**config.mk**
```make
export PLATFORM = sky130hd
export DESIGN_NAME = udp_receiver
export DESIGN_NICKNAME = d
export VERILOG_FILES = /design/src/rtl/udp_pkg.sv /design/src/rtl/udp_receiver.sv
export SDC_FILE = /design/constraint.sdc
export NUM_CORES = 1
export LEC_CHECK = 0
export BUFFER_PORTS_ARGS = -buffer_cell sky130_fd_sc_hd__buf_2
export CAP_MARGIN = 20
export CORE_AREA = 2 2 88 90
export DETAILED_ROUTE_END_ITERATION = 12
export DIE_AREA = 0 0 90 92
export PLACE_DENSITY = 0.84
export REMOVE_ABC_BUFFERS = 1
export SETUP_SLACK_MARGIN = 0.2
export SYNTH_ARGS = -nofsm -noshare
export SYNTH_HDL_FRONTEND = slang
export SYNTH_SLANG_ARGS = --single-unit
```
**constraint.sdc**
```tcl
create_clock -name clk -period 3.7 [get_ports clk]
set_input_delay 0 -clock clk [delete_from_list [all_inputs] [get_ports clk]]
set_output_delay 0 -clock clk [all_outputs]
set_load 0.1 [all_outputs]
```
**src/rtl/udp_pkg.sv**
```systemverilog
// Shared definitions for the UDP receive path: parser states, error codes
// and the fixed header length.
package udp_pkg;

    typedef enum logic [2:0] {
        SYNC,
        IDLE,
        HDR,
        PAYLOAD,
        PAD,
        DROP
    } state_t;

    localparam logic [1:0]  ERR_NONE    = 2'd0;
    localparam logic [1:0]  ERR_BADLEN  = 2'd1;
    localparam logic [1:0]  ERR_PORT    = 2'd2;
    localparam logic [1:0]  ERR_TRUNC   = 2'd3;

    localparam logic [15:0] UDP_HDR_LEN = 16'd8;

    // Counter increment that sticks at all-ones instead of wrapping.
    function automatic logic [15:0] sat_inc16(input logic [15:0] v);
        return (v == 16'hFFFF) ? v : v + 16'd1;
    endfunction

endpackage

```
**src/rtl/udp_receiver.sv**
```systemverilog
// UDP receive parser: strips the 8-byte header, filters on destination port,
// forwards payload with a one-cycle registered latency and flags frame outcome.
module udp_receiver
    import udp_pkg::*;
#(
    parameter logic [15:0] LOCAL_PORT = 16'd5001,
    parameter bit          CHECK_PORT = 1'b1
) (
    input  logic        clk,
    input  logic        rst_n,
    input  logic [7:0]  in_data,
    input  logic        in_valid,
    output logic [7:0]  out_data,
    output logic        out_valid,
    output logic        out_last,
    output logic [15:0] src_port,
    output logic [15:0] dst_port,
    output logic [15:0] udp_len,
    output logic        hdr_valid,
    output logic        frame_done,
    output logic        frame_err,
    output logic [1:0]  err_code
);

    state_t      state, state_p0;
    logic [15:0] cnt, cnt_p0;
    logic [1:0]  err_rec, err_rec_p0;

    logic        vld_p0;
    logic        last_p0;
    logic        hdr_valid_p0;
    logic        frame_done_p0;
    logic        frame_err_p0;
    logic [1:0]  err_code_p0;
    logic [15:0] src_p0, dst_p0, len_p0;

    always_comb begin
        state_p0      = state;
        cnt_p0        = cnt;
        err_rec_p0    = err_rec;
        vld_p0        = 1'b0;
        last_p0       = 1'b0;
        hdr_valid_p0  = 1'b0;
        frame_done_p0 = 1'b0;
        frame_err_p0  = 1'b0;
        err_code_p0   = err_code;
        src_p0        = src_port;
        dst_p0        = dst_port;
        len_p0        = udp_len;

        case (state)
            SYNC: begin
                cnt_p0 = 16'd0;
                if (!in_valid) state_p0 = IDLE;
            end

            IDLE: begin
                if (in_valid) begin
                    src_p0[15:8] = in_data;
                    cnt_p0       = 16'd1;
                    state_p0     = HDR;
                end
            end

            HDR: begin
                if (!in_valid) begin
                    frame_err_p0 = 1'b1;
                    err_code_p0  = ERR_TRUNC;
                    cnt_p0       = 16'd0;
                    state_p0     = IDLE;
                end else begin
                    cnt_p0 = sat_inc16(cnt);
                    case (cnt[2:0])
                        3'd1: src_p0[7:0]  = in_data;
                        3'd2: dst_p0[15:8] = in_data;
                        3'd3: dst_p0[7:0]  = in_data;
                        3'd4: len_p0[15:8] = in_data;
                        3'd5: len_p0[7:0]  = in_data;
                        // Checksum bytes 6 and 7 are not verified; byte 7 closes the header.
                        3'd7: begin
                            if (udp_len < UDP_HDR_LEN) begin
                                err_rec_p0 = ERR_BADLEN;
                                state_p0   = DROP;
                            end else if (CHECK_PORT && (dst_port != LOCAL_PORT)) begin
                                err_rec_p0 = ERR_PORT;
                                state_p0   = DROP;
                            end else begin
                                hdr_valid_p0 = 1'b1;
                                state_p0     = (udp_len == UDP_HDR_LEN) ? PAD : PAYLOAD;
                            end
                        end
                        default: ;
                    endcase
                end
            end

            PAYLOAD: begin
                if (!in_valid) begin
                    frame_err_p0 = 1'b1;
                    err_code_p0  = ERR_TRUNC;
                    cnt_p0       = 16'd0;
                    state_p0     = IDLE;
                end else begin
                    vld_p0 = 1'b1;
                    cnt_p0 = sat_inc16(cnt);
                    if (cnt == udp_len - 16'd1) begin
                        last_p0  = 1'b1;
                        state_p0 = PAD;
                    end
                end
            end

            PAD: begin
                if (!in_valid) begin
                    frame_done_p0 = 1'b1;
                    cnt_p0        = 16'd0;
                    state_p0      = IDLE;
                end else begin
                    cnt_p0 = sat_inc16(cnt);
                end
            end

            DROP: begin
                if (!in_valid) begin
                    frame_err_p0 = 1'b1;
                    err_code_p0  = err_rec;
                    cnt_p0       = 16'd0;
                    state_p0     = IDLE;
                end else begin
                    cnt_p0 = sat_inc16(cnt);
                end
            end

            default: state_p0 = SYNC;
        endcase
    end

    // Stage p0 -> registered outputs
    always_ff @(posedge clk) begin
        if (!rst_n) begin
            state      <= SYNC;
            cnt        <= 16'd0;
            err_rec    <= ERR_NONE;
            out_data   <= 8'd0;
            out_valid  <= 1'b0;
            out_last   <= 1'b0;
            src_port   <= 16'd0;
            dst_port   <= 16'd0;
            udp_len    <= 16'd0;
            hdr_valid  <= 1'b0;
            frame_done <= 1'b0;
            frame_err  <= 1'b0;
            err_code   <= ERR_NONE;
        end else begin
            state      <= state_p0;
            cnt        <= cnt_p0;
            err_rec    <= err_rec_p0;
            out_valid  <= vld_p0;
            out_last   <= last_p0;
            src_port   <= src_p0;
            dst_port   <= dst_p0;
            udp_len    <= len_p0;
            hdr_valid  <= hdr_valid_p0;
            frame_done <= frame_done_p0;
            frame_err  <= frame_err_p0;
            err_code   <= err_code_p0;
            if (vld_p0) out_data <= in_data;
        end
    end

endmodule

```
==> results.yml <==
run_status:
  status: "complete, no violations"
placed_design:
  dpl-instance-area_mm2: 0.00473
  hpwlAfterDp_um: 7710
  portBuffers: 73
  gp_congestion: 0.905
  placedCellCount: 643
setup_path:
  crit_chain: "nor2b_1 > nand2_1 > nor2_2 > nand3_1 > mux2i_1 > nor2b_1"
  worstPathRequired_ps: 3940
  cp-end-kind: "flop"
  start_kind: "flop"
  slowest_delay_ps: 550
  cp_max_fo: 20
  cp.arrival_ps: 2870
  slowest_stage: "nor2_2"
  worst-setup-path-type: "flop to flop"
  path_common_cell: "nor2b_1"
pwr:
  p_leak_nw: 2.20
  internal_power_mw: 1.38
  vdd_drop_max_mv: 0.283
  power_mw: 1.91
  power_density_mw_per_mm2: 379
  p_sw_frac: 0.276
  pwr-share-seq: 0.493
  pwr-share-clk: 0.397
  combPwrFrac: 0.110
  p_switching_mw: 0.527
global_route:
  grt_pass1_vias: 3752
  gr-usage-all-layers: 0.273
  grt_pass1_wl_um: 18200
  grt_max_degree: 37
  antenna_found_initial: 0
  overflow: 0
clocking:
  cts_sinks: 84
  ctsResizeCount: 0
  worstSkewPairLatency_ps: 360
  cts_buffer_depth: 2
  path_clk_slew_ps: 90
  cts_buffers: 9
  htreeDepth: 3
  cts_tree: "done"
  cts-root-buf: "clkbuf_8"
yosys:
  netlist_area_mm2: 0.00434
  synth_flop_cell: "dfxtp_1"
  yosys_warnings: 0
  synth_edf_count: 0
  synth_seq_cells: 84
  postSynthCellCount: 493
  synth_cell_types: 60
  syn_area_per_cell_um2: 8.81
  netlist.area_leader.share: 0.387
  seq_area_frac_synth: 0.387
  yosysTopAreaCell: "dfxtp_1"
  async_flop_share: 0
  synthTopCellsByArea: "dfxtp_1 (39%), mux2i_1 (8.1%), nor2b_1 (5.3%)"
route:
  viasPerCell: 5.92
  vias: 3942
  antenna_left: 0
  post-route-drc-count: 0
  totalWireLength_um: 11100
  wl_per_cell_um: 16.7
  dr.pass1.iters: 5
  drtIter0Drc: 321
sta:
  period_needed_ps: 2630
  hold_viol_final: 0
  fmaxAchievable_ghz: 0.380
  min_period_over_period: 0.712
  tightestPinTransition_ps: 857
  fin_setup_tns_ps: 0
  slew_viol_final: 0
  relSlewSlack: 0.424
  rsz0062_at_grt: "false"
  setup_viol_count_final: 0
  fin_skew_ps: 11.1
layout:
  fillers: 614
  area_delta_synth_final_pct: 15.9
  nets: 577
  n_antenna_cell: 0
  finalInstanceArea_mm2: 0.00503
  layout_common_cells: "dfxtp_1 (84), buf_2 (73), nand2_1 (61)"
  final_cell_count_no_fill: 666
  postLayoutCoreUtil: 0.676
  layout-drive-gt1-share: 0.188
  layout_commonest_cell: "dfxtp_1"
floorplanning:
  dieArea_mm2: 0.00828
  start_util: 0.583
  die_width_um: 90
  dieHeight_um: 92
  fp.coreArea_mm2: 0.00745
  rows: 32
  ios: 74
hold_path:
  hold_path.class: "primary input to flop"
job:
  drv_cap: 0
metrics by stage:
stage | setup WS (ps) | hold slack [ps]
final | 1070 | 3.02
after global routing | 825 | 11.8
after CTS | 1080 | 0.386
after detailed placement | 1150 | 352
after global placement | 1330 | 338
after floorplan | 976 | 122
critical path: cells and delay by family, from the launching register on:
kind / cells / cell delay, ps
DFF: 1 / 510
muxes: 1 / 330
and+or+nand+nor: 5 / 1690
kinds of logic (layout without fill, tap and decap cells):
group / after synthesis / in the layout / synth area share
simple gates: 213 / 213 / 0.271
mux: 35 / 35 / 0.0807
xor+xnor: 32 / 32 / 0.0646
flops: 84 / 84 / 0.387
fa+ha+maj: 7 / 7 / 0.0202
compound gates: 89 / 89 / 0.145
buf+inv: 33 / 104 / 0.0317
registers in the layout, summed over array words and instances, names as in the netlist:
name        cells
hdr_valid       1
err_rec         2
udp_len        16
dst_port       16
out_valid       1
out_last        1
frame_err       1
out_data        8
state           3
cnt            16
err_code        2
frame_done      1
src_port       16
timing repair:
item | 4_1_cts | 5_1_grt
buffers inserted | 0 | 0
hold endpoints to repair | 15 | 0
hold buffers | 7 | 0
synthesized netlist by cell type, types with 3 or more instances:
cell type and instances:
nor4b_1 5, o21ai_0 17, a21oi_1 13, or3_1 8, nand2_1 61, xor2_1 13, nand3_1 21, clkbuf_1 18
xnor2_1 19, nor3_1 10, and4_1 5, buf_2 5, nand3b_1 3, nand2b_1 3, ha_1 7, mux2i_1 35
or3_2 3, and3_1 3, nor2b_1 37, inv_1 7, a21boi_0 25, dfxtp_1 84, nand4_1 10, a211oi_1 4
and2_1 7, a31oi_1 6, nor4_1 4, nor2_1 18
power groups by stage:
stage	Clock, mW	Combinational (mW)	Sequential (mW)
floorplan	0	0.0743	1.03
global placement	0	0.197	0.960
detailed placement	0	0.202	0.961
CTS	0.764	0.208	0.940
global route	0.805	0.223	0.944
finish	0.757	0.210	0.940
cell type report:
cell class              count  area [um2]  area share
clock buffers              10         138      0.0273
flip-flops and latches     84        1680       0.334
inverters                   7        26.3     0.00522
well taps                 102         128      0.0254
clock inverters             6        93.8      0.0186
repair buffers             81         443      0.0880
multi-input cells         376        2520       0.501
routing by layer:
metal,GRT usage,wire [um],vias up
li1,-,-,1878
met1,0.347,4790,1888
met2,0.439,5220,148
met3,0.0822,788,28
met4,0.100,314,0
met5,0,0,-
final timing paths:
kind	slack, ps	startpoint	end	cells after the start
min	3	in_data[1]	dst_port[1]	3
max	1070	state[2]	udp_len[1]	6
min reg2reg	470	src_port[10]	src_port[10]	2
max reg2reg	1070	state[2]	udp_len[1]	6
Power figures use the tool's default switching activity.
